`src/rtl/hsv2rgb_pipe.sv`:
```
// hsv2rgb_pipe: 4-stage HSV (H/2, S, V) to RGB888 converter with floor-exact constant division.
// Define HSV2RGB_SYNC_DELAY_EN to carry {vsync, hsync, de} alongside the pixel as sync_in/sync_out.
module hsv2rgb_pipe #(
   parameter int LATENCY = 4
) (
   input  logic        pclk,
   input  logic        rst_n,
   input  logic        in_valid,
   input  logic [23:0] HSV24,
`ifdef HSV2RGB_SYNC_DELAY_EN
   input  logic [2:0]  sync_in,
   output logic [2:0]  sync_out,
`endif
   output logic        out_valid,
   output logic [23:0] RGB24
);
   logic [LATENCY-1:0] vld;
   logic [7:0]  h_w;
   logic [2:0]  sec_w;
   logic [4:0]  rem_w;
   logic [7:0]  s1, v1;
   logic [2:0]  sec1;
   logic [5:0]  f1;
   logic [13:0] a2, b2;
   logic [7:0]  c2, v2;
   logic [2:0]  sec2;
   logic [7:0]  p3, q3, t3, v3;
   logic [2:0]  sec3;
   logic [15:0] p_num;
   logic [21:0] q_num, t_num;
   logic [23:0] rgb_w;

   always_comb begin
      h_w   = HSV24[23:16] >= 8'd180 ? HSV24[23:16] - 8'd180 : HSV24[23:16];
      sec_w = h_w >= 8'd150 ? 3'd5 : h_w >= 8'd120 ? 3'd4 : h_w >= 8'd90 ? 3'd3 :
              h_w >= 8'd60 ? 3'd2 : h_w >= 8'd30 ? 3'd1 : 3'd0;
      rem_w = 5'(h_w - {5'd0, sec_w} * 8'd30);
      p_num = {8'd0, v2} * {8'd0, c2};
      q_num = {14'd0, v2} * (22'd15300 - {8'd0, a2});
      t_num = {14'd0, v2} * (22'd15300 - {8'd0, b2});
      rgb_w = sec3 == 3'd0 ? {v3, t3, p3} :
              sec3 == 3'd1 ? {q3, v3, p3} :
              sec3 == 3'd2 ? {p3, v3, t3} :
              sec3 == 3'd3 ? {p3, q3, v3} :
              sec3 == 3'd4 ? {t3, p3, v3} : {v3, p3, q3};
   end

   // every data stage loads only when its own valid bit is set, so idle cycles hold the last pixel
   always_ff @(posedge pclk or negedge rst_n) begin
      if (!rst_n) begin
         vld   <= '0;
         s1    <= '0;
         v1    <= '0;
         sec1  <= '0;
         f1    <= '0;
         a2    <= '0;
         b2    <= '0;
         c2    <= '0;
         v2    <= '0;
         sec2  <= '0;
         p3    <= '0;
         q3    <= '0;
         t3    <= '0;
         v3    <= '0;
         sec3  <= '0;
         RGB24 <= '0;
      end else begin
         vld <= {vld[LATENCY-2:0], in_valid};
         if (in_valid) begin
            s1   <= HSV24[15:8];
            v1   <= HSV24[7:0];
            sec1 <= sec_w;
            f1   <= {rem_w, 1'b0};
         end
         if (vld[0]) begin
            a2   <= {6'd0, s1} * {8'd0, f1};
            b2   <= {6'd0, s1} * (14'd60 - {8'd0, f1});
            c2   <= 8'd255 - s1;
            v2   <= v1;
            sec2 <= sec1;
         end
         if (vld[1]) begin
            p3   <= 8'(p_num / 16'd255);
            q3   <= 8'(q_num / 22'd15300);
            t3   <= 8'(t_num / 22'd15300);
            v3   <= v2;
            sec3 <= sec2;
         end
         if (vld[2]) RGB24 <= rgb_w;
      end
   end

   assign out_valid = vld[LATENCY-1];

`ifdef HSV2RGB_SYNC_DELAY_EN
   logic [LATENCY-1:0][2:0] sd;

   always_ff @(posedge pclk or negedge rst_n) begin
      if (!rst_n) sd <= '0;
      else sd <= {sd[LATENCY-2:0], sync_in};
   end

   assign sync_out = sd[LATENCY-1];
`endif
endmodule

```
`config.mk`:
```
export PLATFORM = sky130hd
export DESIGN_NAME = hsv2rgb_pipe
export DESIGN_NICKNAME = d
export VERILOG_FILES = /design/src/rtl/hsv2rgb_pipe.sv
export SDC_FILE = /design/constraint.sdc
export NUM_CORES = 1
export LEC_CHECK = 0
export BUFFER_PORTS_ARGS = -buffer_cell sky130_fd_sc_hd__buf_2
export CAP_MARGIN = 25
export CORE_UTILIZATION = 50
export DETAILED_ROUTE_END_ITERATION = 8
export GPL_ROUTABILITY_DRIVEN = 0
export PLACE_DENSITY = 0.66
export SYNTH_ARGS = -nofsm -noshare
export SYNTH_HDL_FRONTEND = slang
export SYNTH_SLANG_ARGS = --single-unit
```
`constraint.sdc`:
```
create_clock -name pclk -period 24.1 [get_ports pclk]
set_input_delay 4.82 -clock pclk [delete_from_list [all_inputs] [get_ports pclk]]
set_output_delay 4.82 -clock pclk [all_outputs]
set_load 0.02 [all_outputs]
```
Word-level counts from Yosys, hierarchy flattened:

Index checks and enable logic that the tools add are counted.

* latch bits: 0
* bits in registers: 134
* input port bits: 27
* ROM bits: 0
* memories: 0
* memory bits (writable): 0
* output and inout bits: 25
* word-level logic and storage cells: 53

* magnitude comparators: 6
* divide/modulo/power cells: 3
* bitwise gates (word level): 0
* multiply operators: 6
* multiplexer cells: 11
* add/sub/neg operators: 6
* equality and inequality tests: 4
* reduce and logical (&&, ||, !) cells: 1
* shift-type cells: 0

Operator list (count)
* 24-bit two-way mux: 5
* 22-bit by 14-bit divider with 22-bit output, second input constant: 2
* 9-bit by 15-bit multiplier with 22-bit output: 2
* 14-bit by 14-bit subtractor with 15-bit output, first input constant: 2
* 16-bit by 8-bit divider with 16-bit output, second input constant: 1
* 8-bit by 7-bit >= comparator with 1-bit output, second input constant: 2
* 8-bit >= comparator, second input constant: 2
* 8-bit by 8-bit multiplier with 16-bit output: 1
* 9-bit by 7-bit multiplier with 14-bit output: 1
* 8-bit by 5-bit multiplier with 13-bit output: 1
* 8-bit by 5-bit >= comparator with 1-bit output, second input constant: 1
* 8-bit by 6-bit >= comparator with 1-bit output, second input constant: 1
* 8-bit two-way mux: 1
* 8-bit subtractor, first input constant: 1
* 8-bit subtractor, second input constant: 1
* 6-bit by 6-bit subtractor with 7-bit output, first input constant: 1
* 3-bit by 2-bit == test with 1-bit output, second input constant: 2
* 3-bit two-way mux: 2
* 5-bit subtractor: 1
* 3-bit by 4-bit multiplier with 4-bit output, second input constant: 1
* 2-bit two-way mux: 2
* 3-bit by 1-bit == test with 1-bit output, second input constant: 1
* 3-bit == test, second input constant: 1
* 3-bit zero test: 1
* 1-bit two-way mux: 1

Longest topological paths before layout:

Gate-level depths: netlist of the first run.

* depth in word-level cells: 10
* mapped depth: 55
* depth with buffers taken out: 49

Least setup slack after synthesis of the first run:

No wires, ideal clock.

* kind: register -> register
* start: register b2[1] (netlist name)
* end: register q3[0]
* library setup time: 126 ps
* buffers on the path: 3
* stages on the path, launching flop included: 51
* arrival time: 12846 ps
* clock period less this slack: 12972 ps
* setup slack: 11128 ps
* required time: 23974 ps
* cell sequence: dfrtp_1 ha_1 o41ai_1 nor2_1 a21oi_1 nor2_1 xnor2_1 nand2_1 fa_1 inv_1 fa_1 fa_1 inv_1 fa_1 inv_1 ha_1 clkbuf_1 a21o_1 [15 not listed] or4_1 buf_2 mux2_4 a21o_4 or2_4 a31oi_4 o31ai_1 and2_1 buf_4 or3_1 o211ai_2 maj3_2 xor2_2 or3_1 a21oi_1 o211ai_1 nor4bb_1 o32a_1

RTL lines
* end signal: assignment: line 84 `q3 <= 8'(q_num / 22'd15300);`
* end: declaration: line 27 `logic [7:0] p3, q3, t3, v3;`

==> summary.txt, run 1 <==
Layout
  • Share of layout cells above drive strength 1: 0.09817
  • Fin area: 0.02846 mm²
  • Nets: 3716
  • P&R area growth vs syn: 5.232%

Synthesis
  • Main synth FF type: dfrtp_1
  • Synth Area per Inst: 8.228 µm²
  • Post-synthesis cell count: 3287
  • Number of flops mapped to enable cells by yosys: 0
  • Most area-consuming cells after synthesis: fa_1 (19%), dfrtp_1 (12%), ha_1 (8.3%)
  • Asr flop ratio synth: 1.000
  • Register area share after synthesis: 0.1212
  • Count leader, synth: inv_1
  • Post-synth top area cell: fa_1
  • Post-synthesis cell area: 0.02705 mm²
  • Share of the synthesized area in the top cell type: 0.1858
  • Top cells by count, synth: inv_1 (371), nand2_1 (337), fa_1 (251), nor2_1 (219), and2_1 (193)
  • Warning count from the yosys run: 0
  • Yosys cell types: 129
  • Syn_nets: 3745
  • #FFs+latches synth: 131

Route
  • Routed WL per cell: 17.61 µm
  • Final wirelength: 69.73 mm
  • Pre-antenna DRT Iters: 7
  • Detail Route Antenna Nets: 0
  • # DRC: 0
  • Vias: 24070
  • Drt initial violations: 1632
  • DR vias/cell: 6.079

GRT
  • Global-route wire length before repair: 116.0 mm
  • Global route overflow: 0
  • Vias in the first global route: 23200
  • Initial antenna violation count: 0
  • Largest net degree at the start of global routing: 80
  • Gr usage total: 0.2570

Flow run
  • Max cap viols: 0

Worst setup path
  • Critical-path top delay cell: a2bb2oi_1
  • Worst path arrival time: 16.09 ns
  • WP data required: 24.47 ns
  • Kind of cell adding the most delay to the critical path: compound AO/OA/AOI/OAI gates
  • Crit path kind: flop to flop
  • Startpoint types: flop
  • Slowest stage delay, CP: 0.85 ns
  • Critical path buffers and inverters: 3
  • CP max FO: 15
  • Worst setup EP type: flop

Timing
  • Fmax: 0.06360 GHz
  • Worst hold margin: 0.4860 ns
  • Tcrit/Tclk final: 0.6524
  • RSZ-0062 raised after global routing: no
  • Minimum clock period: 15.72 ns
  • Slew Viols, Final: 0
  • Final setup margin: 8.377 ns
  • Pin slew with the least headroom to its limit: 1.029 ns
  • Final Hold Viols: 0
  • Final setup violation count: 0
  • Max-slew headroom: 0.3114
  • Clk_skew: 0.02022 ns
  • Post-route setup TNS: 0 ns

Floorplan
  • Die area: 0.05503 mm²
  • # IOs: 52
  • Core Rows: 84
  • Initial Util: 0.5106
  • Chip Width: 234.6 µm
  • Core ar.: 0.05297 mm²
  • Die height: 234.6 µm

Place
  • IO Port Bufs: 51
  • Post-placement cell area: 0.02781 mm²
  • Post-place setup slack: 8.607 ns
  • Hpwl dp: 55.03 mm

Clock tree
  • CTS tree: done
  • Clock Tree Buf Depth: 2
  • Clock slew at reported path FFs: 0.06 ns
  • Root Buffer: clkbuf_16
  • Worst skew pair latency: 0.49 ns
  • Cells resized by post-CTS repair: 0
  • # H-tree levels: 4
  • Post-CTS Hold Buffers: 0
  • Post-CTS Repair Setup Buffers: 0
  • CTS sink cnt: 131
  • CTS Buf Count: 17

Run status
  • Outcome: complete, no violations

Min path
  • Worst hold path type: flop to flop
==> worst paths after layout <==
kind / start / end / slack, ns / depth (start not counted)
worst max-delay path: b2[1] / q3[0] / 8.38 / 46
worst min-delay path: RGB24[11] / RGB24[11] / 0.49 / 1
worst max register to register: b2[1] / q3[0] / 8.38 / 46
worst min register to register: RGB24[11] / RGB24[11] / 0.49 / 1
max in group asynchronous: rst_n / sec3[2] / 18.66 / 3
min in group asynchronous: rst_n / RGB24[15] / 4.32 / 1
==> state kept, by name, summed over array words and instances, names as in the netlist, 8 cells and up <==
name,count
b2,13
s1,8
p3,8
v2,8
c2,8
t3,8
a2,12
q3,8
v1,8
RGB24,24
v3,8
==> cell families (layout without fill, tap and decap cells) <==
group	after synthesis	in the layout	synth area share
flip-flops	131	131	0.1212
other	0	1	0
AO/OA/AOI/OAI	786	786	0.2147
multiplexers	126	126	0.05154
buffers and inverters	489	472	0.06921
adder cells (fa/ha/maj)	440	440	0.2725
XOR/XNOR	173	173	0.05787
AND/OR/NAND/NOR	1142	1142	0.2130
==> routing by layer <==
| layer | routed length [µm] | vias up | share of wire | track usage |
|---|---|---|---|---|
| li1 | - | 11410 | - | - |
| met1 | 32030 | 11820 | 0.46 | 0.3483 |
| met2 | 32730 | 732 | 0.47 | 0.4252 |
| met3 | 3285 | 111 | 0.047 | 0.03416 |
| met4 | 1689 | 0 | 0.024 | 0.07802 |
| met5 | 0 | - | 0 | 0 |
==> layout by cell type, fill, tap and decap left out, types with 23 or more instances in the layout <==
cell type / count
nand3_1: 61
a21oi_1: 171
o211ai_1: 38
a21o_1: 49
nand2b_1: 37
nor2b_1: 34
nor4_1: 26
o21ai_0: 98
mux2_2: 99
fa_1: 251
buf_2: 51
nand2_1: 337
xnor2_1: 113
or3_1: 34
nor2_1: 219
o21bai_1: 24
nor3_1: 72
a211oi_1: 45
a31oi_1: 36
and2_1: 193
dfrtp_1: 128
nand4_1: 23
inv_1: 371
xor2_1: 55
ha_1: 180
mux2i_1: 25
==> stage by stage <==
| step | instances | utilization |
|---|---|---|
| 3_3_place_gp | 3923 | 0.5251 |
| 6_report | 3959 | 0.5373 |
| 3_5_place_dp | 3923 | 0.5251 |
| 2_1_floorplan | 3287 | - |
| 4_1_cts | 3954 | 0.5357 |
| 5_1_grt | 3958 | 0.5373 |
==> worst register-to-register path: cells and delay by family (launching register included) <==
kind / cells / cell delay [ns]
muxes: 1 / 0.37
DFF: 1 / 0.60
AOI/OAI and AO/OA: 23 / 7.77
buffers and inverters: 3 / 0.14
adders and majority gates: 6 / 2.80
and+or+nand+nor: 10 / 2.54
xor gates and xnor gates: 3 / 1.38
==> area by class of cell <==
cell class,instances,area (µm²)
Multi-Input combinational cell,2667,21900
Tap cell,688,860.8
Timing Repair Buffer,70,454.2
Clock inverter,8,77.57
Sequential cell,131,3282
Clock buffer,23,488.0
Inverter,371,1393
Antenna cell,1,2.502
Fill cell,4985,24510
Power of run 1 is not shown: default switching activity piles up to over one toggle a cycle in this logic, so the estimate is an artifact.
==> run 2: changes to the inputs <==
--- a/config.mk
+++ b/config.mk
@@ -5,12 +5,13 @@
 export SDC_FILE = /design/constraint.sdc
 export NUM_CORES = 1
 export LEC_CHECK = 0
+export ABC_AREA = 1
 export BUFFER_PORTS_ARGS = -buffer_cell sky130_fd_sc_hd__buf_2
 export CAP_MARGIN = 25
 export CORE_UTILIZATION = 50
 export DETAILED_ROUTE_END_ITERATION = 8
 export GPL_ROUTABILITY_DRIVEN = 0
-export PLACE_DENSITY = 0.66
+export PLACE_DENSITY = 0.68
 export SYNTH_ARGS = -nofsm -noshare
 export SYNTH_HDL_FRONTEND = slang
 export SYNTH_SLANG_ARGS = --single-unit
==> constraint.sdc (replaced) <==
create_clock -name pclk -period 13.8 [get_ports pclk]
set_input_delay 2.76 -clock pclk [delete_from_list [all_inputs] [get_ports pclk]]
set_output_delay 2.76 -clock pclk [all_outputs]
set_load 0.02 [all_outputs]
==> run 2 against run 1 <==
Register-to-register slack got worse by 7.1 ns. Clock skew decreased by 0.0081 ns. Hold slack worse by 0.013 ns. Critical endpoint is now t3[0]. Highest routed layer unchanged.
==> summary.txt, run 2 <==
Worst setup path
  • Slowest stage delay, CP: 0.55 ns
  • Startpoint types: flop
  • CP Launch Point: b2[3]
  • Worst setup EP type: flop
  • WP data required: 14.14 ns
  • Most used cell, CP: nand2_1
  • FF-to-FF Start: b2[3]
  • CP max FO: 18
  • Flop2flop setup slack: 1.25 ns
  • Critical-path top delay cell: fa_1
  • Crit path kind: flop to flop
  • Worst path arrival time: 12.89 ns

Timing
  • Tcrit/Tclk final: 0.9097
  • Final Hold Viols: 0
  • Clk_skew: 0.01212 ns
  • Pin slew with the least headroom to its limit: 1.012 ns
  • Max-slew headroom: 0.3248
  • Slew Viols, Final: 0
  • Fmax: 0.07966 GHz
  • Minimum clock period: 12.55 ns
  • Final setup violation count: 0
  • Worst hold margin: 0.4728 ns

Layout
  • Commonest non-fill, non-tap cell in the layout: nand2_1
  • Most flops, register: RGB24
  • Max FFs per register: 24
  • Antenna diode count: 0
  • Share of layout cells above drive strength 1: 0.07994
  • Most frequent cells in the layout: nand2_1 (1345), inv_1 (828), nor2_1 (388)
  • Largest registers: RGB24 (24), b2 (13), a2 (12)
  • # fillers: 5498
  • Finished Layout Cells: 5024
  • Multi-input gate area: 0.02056 mm²
  • P&R area growth vs syn: 5.213%
  • Nets: 4773
  • FF+latch area: 0.003281 mm²

Place
  • IO Port Bufs: 51
  • Placed Cells: 4984
  • Hpwl dp: 52.92 mm

GRT
  • Gr usage total: 0.2409
  • Initial antenna violation count: 0
  • Largest net degree at the start of global routing: 68
  • Global route overflow: 0
  • Global-route wire length before repair: 113.2 mm
  • Vias in the first global route: 24120

Clock tree
  • Worst skew pair latency: 0.45 ns
  • CTS tree: done
  • # H-tree levels: 4
  • Clock slew at reported path FFs: 0.06 ns
  • Clock Tree Buf Depth: 2
  • CTS sink cnt: 131
  • CTS Buf Count: 17
  • Root Buffer: clkbuf_16

Floorplan
  • Die area: 0.05614 mm²
  • Core Rows: 85
  • Initial Util: 0.5099
  • Core ar.: 0.05413 mm²
  • Chip Width: 236.9 µm
  • # IOs: 52
  • Die height: 236.9 µm

Synthesis
  • Post-synthesis cell count: 4321
  • Post-synthesis cell area: 0.02760 mm²
  • Syn_nets: 4779
  • Warning count from the yosys run: 0
  • Asr flop ratio synth: 1.000
  • Post-synth top area cell: nand2_1
  • #FFs+latches synth: 131
  • Count leader, synth: nand2_1
  • Synth Area per Inst: 6.387 µm²
  • Top cells by count, synth: nand2_1 (1346), inv_1 (828), nor2_1 (388), nand3_1 (293), fa_1 (251)
  • Yosys cell types: 57
  • Register area share after synthesis: 0.1188
  • Number of flops mapped to enable cells by yosys: 0
  • Most area-consuming cells after synthesis: nand2_1 (18%), fa_1 (18%), dfrtp_1 (12%)
  • Share of the synthesized area in the top cell type: 0.1831
  • Main synth FF type: dfrtp_1

Route
  • Detail Route Antenna Nets: 0
  • Final wirelength: 65.25 mm
  • Routed WL per cell: 12.99 µm
  • Drt initial violations: 1505
  • Vias: 25320
  • DR vias/cell: 5.039
  • Pre-antenna DRT Iters: 7
  • # DRC: 0

Flow run
  • Max cap viols: 0

Run status
  • Outcome: complete, no violations

Min path
  • Hold_sp: RGB24[10]
  • Worst hold path type: flop to flop
## run 2: cell count changes after synthesis, moves of 85 or more
cell	before	now
and2_1	193	7
nor2_1	219	388
mux2_2	99	1
nand2_1	337	1346
xnor2_1	113	25
inv_1	371	828
nand3_1	61	293
o21ai_0	98	183
## run 2: logic make-up after synthesis
family	Yosys count	synth area share
buf+inv	960	0.1364
flops	131	0.1188
compound gates	368	0.07562
fa+ha+maj	431	0.2637
xor+xnor	108	0.03427
mux	1	0.0004080
simple gates	2322	0.3709
## run 2: final timing paths
path	end	depth (start not counted)
max in group asynchronous	vld[1]	2
min in group asynchronous	f1[2]	1
hold reg to reg	RGB24[10]	2
setup reg to reg	t3[0]	83
hold / removal	RGB24[10]	2
setup / recovery	t3[0]	83
## run 2: stage by stage
stage	util	instance area, µm²	setup slack [ns]	setup TNS (ns)
floorplan	-	27600	3.107	0
CTS	0.5352	28970	0.6765	0
detailed placement	0.5233	28330	0.7129	0
global route	0.5364	29040	-0.02820	-0.02820
global placement	0.5233	28330	0.9322	0
finish	0.5364	29040	1.246	0
## run 2: timing repair
action,CTS,global route
setup endpoints to repair,0,2
setup buffers,0,7
hold buffers,0,0
gates resized for setup,0,4
## run 2: area by class of cell
| type | instances | area share |
|---|---|---|
| clock buffers | 20 | 0.01504 |
| clock inverters | 12 | 0.007066 |
| inverters | 858 | 0.1110 |
| multi-input cells | 3230 | 0.7082 |
| flip-flops and latches | 131 | 0.1130 |
| well taps | 696 | 0.02999 |
| repair buffers | 77 | 0.01573 |
## run 2: layer usage
layer	track usage	vias up	wire (µm)
met4	0.04309	0	896
met2	0.4160	481	30610
li1	-	13190	-
met1	0.3237	11590	30870
met5	0	-	0
met3	0.03183	54	2868
## run 2: critical path, delay by kind of cell, from the launching register on
| kind | cells | cell delay, ns |
|---|---|---|
| AO/OA/AOI/OAI | 4 | 0.62 |
| adder cells (fa/ha/maj) | 5 | 2.30 |
| buffers and inverters | 9 | 0.81 |
| flip-flops | 1 | 0.41 |
| AND/OR/NAND/NOR | 65 | 8.26 |
Power of run 2 is left out for the same reason.
==> run 3: changes to the inputs <==
--- a/config.mk
+++ b/config.mk
@@ -11,7 +11,7 @@
 export CORE_UTILIZATION = 50
 export DETAILED_ROUTE_END_ITERATION = 8
 export GPL_ROUTABILITY_DRIVEN = 0
-export PLACE_DENSITY = 0.68
+export PLACE_DENSITY = 0.66
 export SYNTH_ARGS = -nofsm -noshare
 export SYNTH_HDL_FRONTEND = slang
 export SYNTH_SLANG_ARGS = --single-unit
==> constraint.sdc (replaced) <==
create_clock -name pclk -period 14.9 [get_ports pclk]
set_input_delay 2.98 -clock pclk [delete_from_list [all_inputs] [get_ports pclk]]
set_output_delay 2.98 -clock pclk [all_outputs]
set_load 0.02 [all_outputs]
==> run 3 against run 2 <==
Worst setup slack better by 0.83 ns. Cell count fell by 0.24%. Core utilization down 0.34 points. Global-route usage grew 0.10 points. Hold slack worse by 0.0026 ns. First-iteration DRC count down 16%. Largest cell class unchanged. Wire length up 0.11%. Critical path type unchanged. Non-clock buffer count down 12. Via count decreased by 0.67%.
==> summary.txt, run 3 (same netlist as run 2, synthesis figures left out) <==
Route
  • Routed WL per cell: 13.03 µm
  • Final wirelength: 65.32 mm
  • DR vias/cell: 5.017
  • Pre-antenna DRT Iters: 7
  • # DRC: 0
  • Drt initial violations: 1263
  • Detail Route Antenna Nets: 0
  • Vias: 25150

GRT
  • Global-route wire length before repair: 113.6 mm
  • Initial antenna violation count: 1
  • Largest net degree at the start of global routing: 68
  • Vias in the first global route: 23800
  • Gr usage total: 0.2420
  • Global route overflow: 0

Worst setup path
  • Crit path kind: flop to flop
  • Worst path arrival time: 13.15 ns
  • Slowest stage delay, CP: 0.58 ns
  • Most used cell, CP: nand2_1
  • WP data required: 15.23 ns
  • CP max FO: 18
  • Critical-path top delay cell: dfrtp_1
  • Startpoint types: flop
  • Worst setup EP type: flop

Layout
  • Most frequent cells in the layout: nand2_1 (1346), inv_1 (828), nor2_1 (388)
  • # fillers: 5573
  • Commonest non-fill, non-tap cell in the layout: nand2_1
  • Nets: 4761
  • Share of layout cells above drive strength 1: 0.07646
  • Largest registers: RGB24 (24), b2 (13), a2 (12)
  • Max FFs per register: 24
  • Most flops, register: RGB24
  • Multi-input gate area: 0.02056 mm²
  • FF+latch area: 0.003279 mm²
  • Antenna diode count: 0
  • P&R area growth vs syn: 4.538%

Floorplan
  • Die area: 0.05614 mm²
  • Chip Width: 236.9 µm
  • Core Rows: 85
  • Die height: 236.9 µm
  • Initial Util: 0.5099
  • Core ar.: 0.05413 mm²
  • # IOs: 52

Clock tree
  • Post-CTS Repair Setup Buffers: 0
  • Cells resized by post-CTS repair: 0
  • Clock slew at reported path FFs: 0.05 ns
  • # H-tree levels: 4
  • CTS Buf Count: 17
  • Worst skew pair latency: 0.44 ns
  • Clock Tree Buf Depth: 2
  • CTS tree: done
  • Root Buffer: clkbuf_16
  • CTS sink cnt: 131
  • Post-CTS Hold Buffers: 0

Timing
  • Clk_skew: 0.009542 ns
  • Post-route setup TNS: 0 ns
  • Tcrit/Tclk final: 0.8605
  • Final Hold Viols: 0
  • Minimum clock period: 12.82 ns
  • Pin slew with the least headroom to its limit: 1.048 ns
  • RSZ-0062 raised after global routing: no
  • Worst hold margin: 0.4702 ns
  • Slew Viols, Final: 0
  • Max-slew headroom: 0.2972
  • Fmax: 0.07800 GHz
  • Final setup violation count: 0

Place
  • Hpwl dp: 53.04 mm
  • IO Port Bufs: 51

Flow run
  • Max cap viols: 0

Run status
  • Outcome: complete, no violations

Min path
  • Worst hold path type: flop to flop
run 3: final cells by class:
type	instances	area share
Multi-Input combinational cell	3230	0.7125
Sequential cell	131	0.1137
Inverter	858	0.1118
Tap cell	696	0.03018
Clock buffer	22	0.01539
Timing Repair Buffer	65	0.01271
Clock inverter	10	0.003816
run 3: path summary, 6_finish.rpt:
kind / from / end / slack (ns) / cells after the start
max: b2[1] / t3[0] / 2.08 / 83
max reg2reg: b2[1] / t3[0] / 2.08 / 83
min reg2reg: RGB24[10] / RGB24[10] / 0.47 / 2
min in group asynchronous: rst_n / v1[5] / 2.53 / 1
max in group asynchronous: rst_n / vld[1] / 11.01 / 2
min: RGB24[10] / RGB24[10] / 0.47 / 2
run 3: stage by stage:
| step | cell area [µm²] | instances | worst slack, ns | utilization |
|---|---|---|---|---|
| after floorplan | 27600 | 4321 | 4.207 | - |
| after global placement | 28300 | 4980 | 2.041 | 0.5228 |
| after detailed placement | 28300 | 4980 | 1.962 | 0.5228 |
| after CTS | 28850 | 5012 | 1.924 | 0.5330 |
| after global routing | 28850 | 5012 | 0.4015 | 0.5330 |
| final | 28850 | 5012 | 2.079 | 0.5330 |
run 3: critical path: cells and delay by family, from the launching register on:
kind | cells | cell delay [ns]
simple gates | 63 | 7.70
fa+ha+maj | 6 | 2.55
buf+inv | 10 | 0.92
flops | 1 | 0.58
compound gates | 4 | 0.95
run 3: per-layer routing:
| layer | routed length [µm] | share of wire | vias up | GRT usage |
|---|---|---|---|---|
| met1 | 31400 | 0.48 | 11450 | 0.3366 |
| met4 | 1175 | 0.018 | 2 | 0.05175 |
| met3 | 2617 | 0.040 | 73 | 0.02343 |
| met5 | 13 | 0.00020 | - | 0 |
| met2 | 30120 | 0.46 | 463 | 0.4064 |
| li1 | - | - | 13160 | - |
Power of run 3 is left out for the same reason.
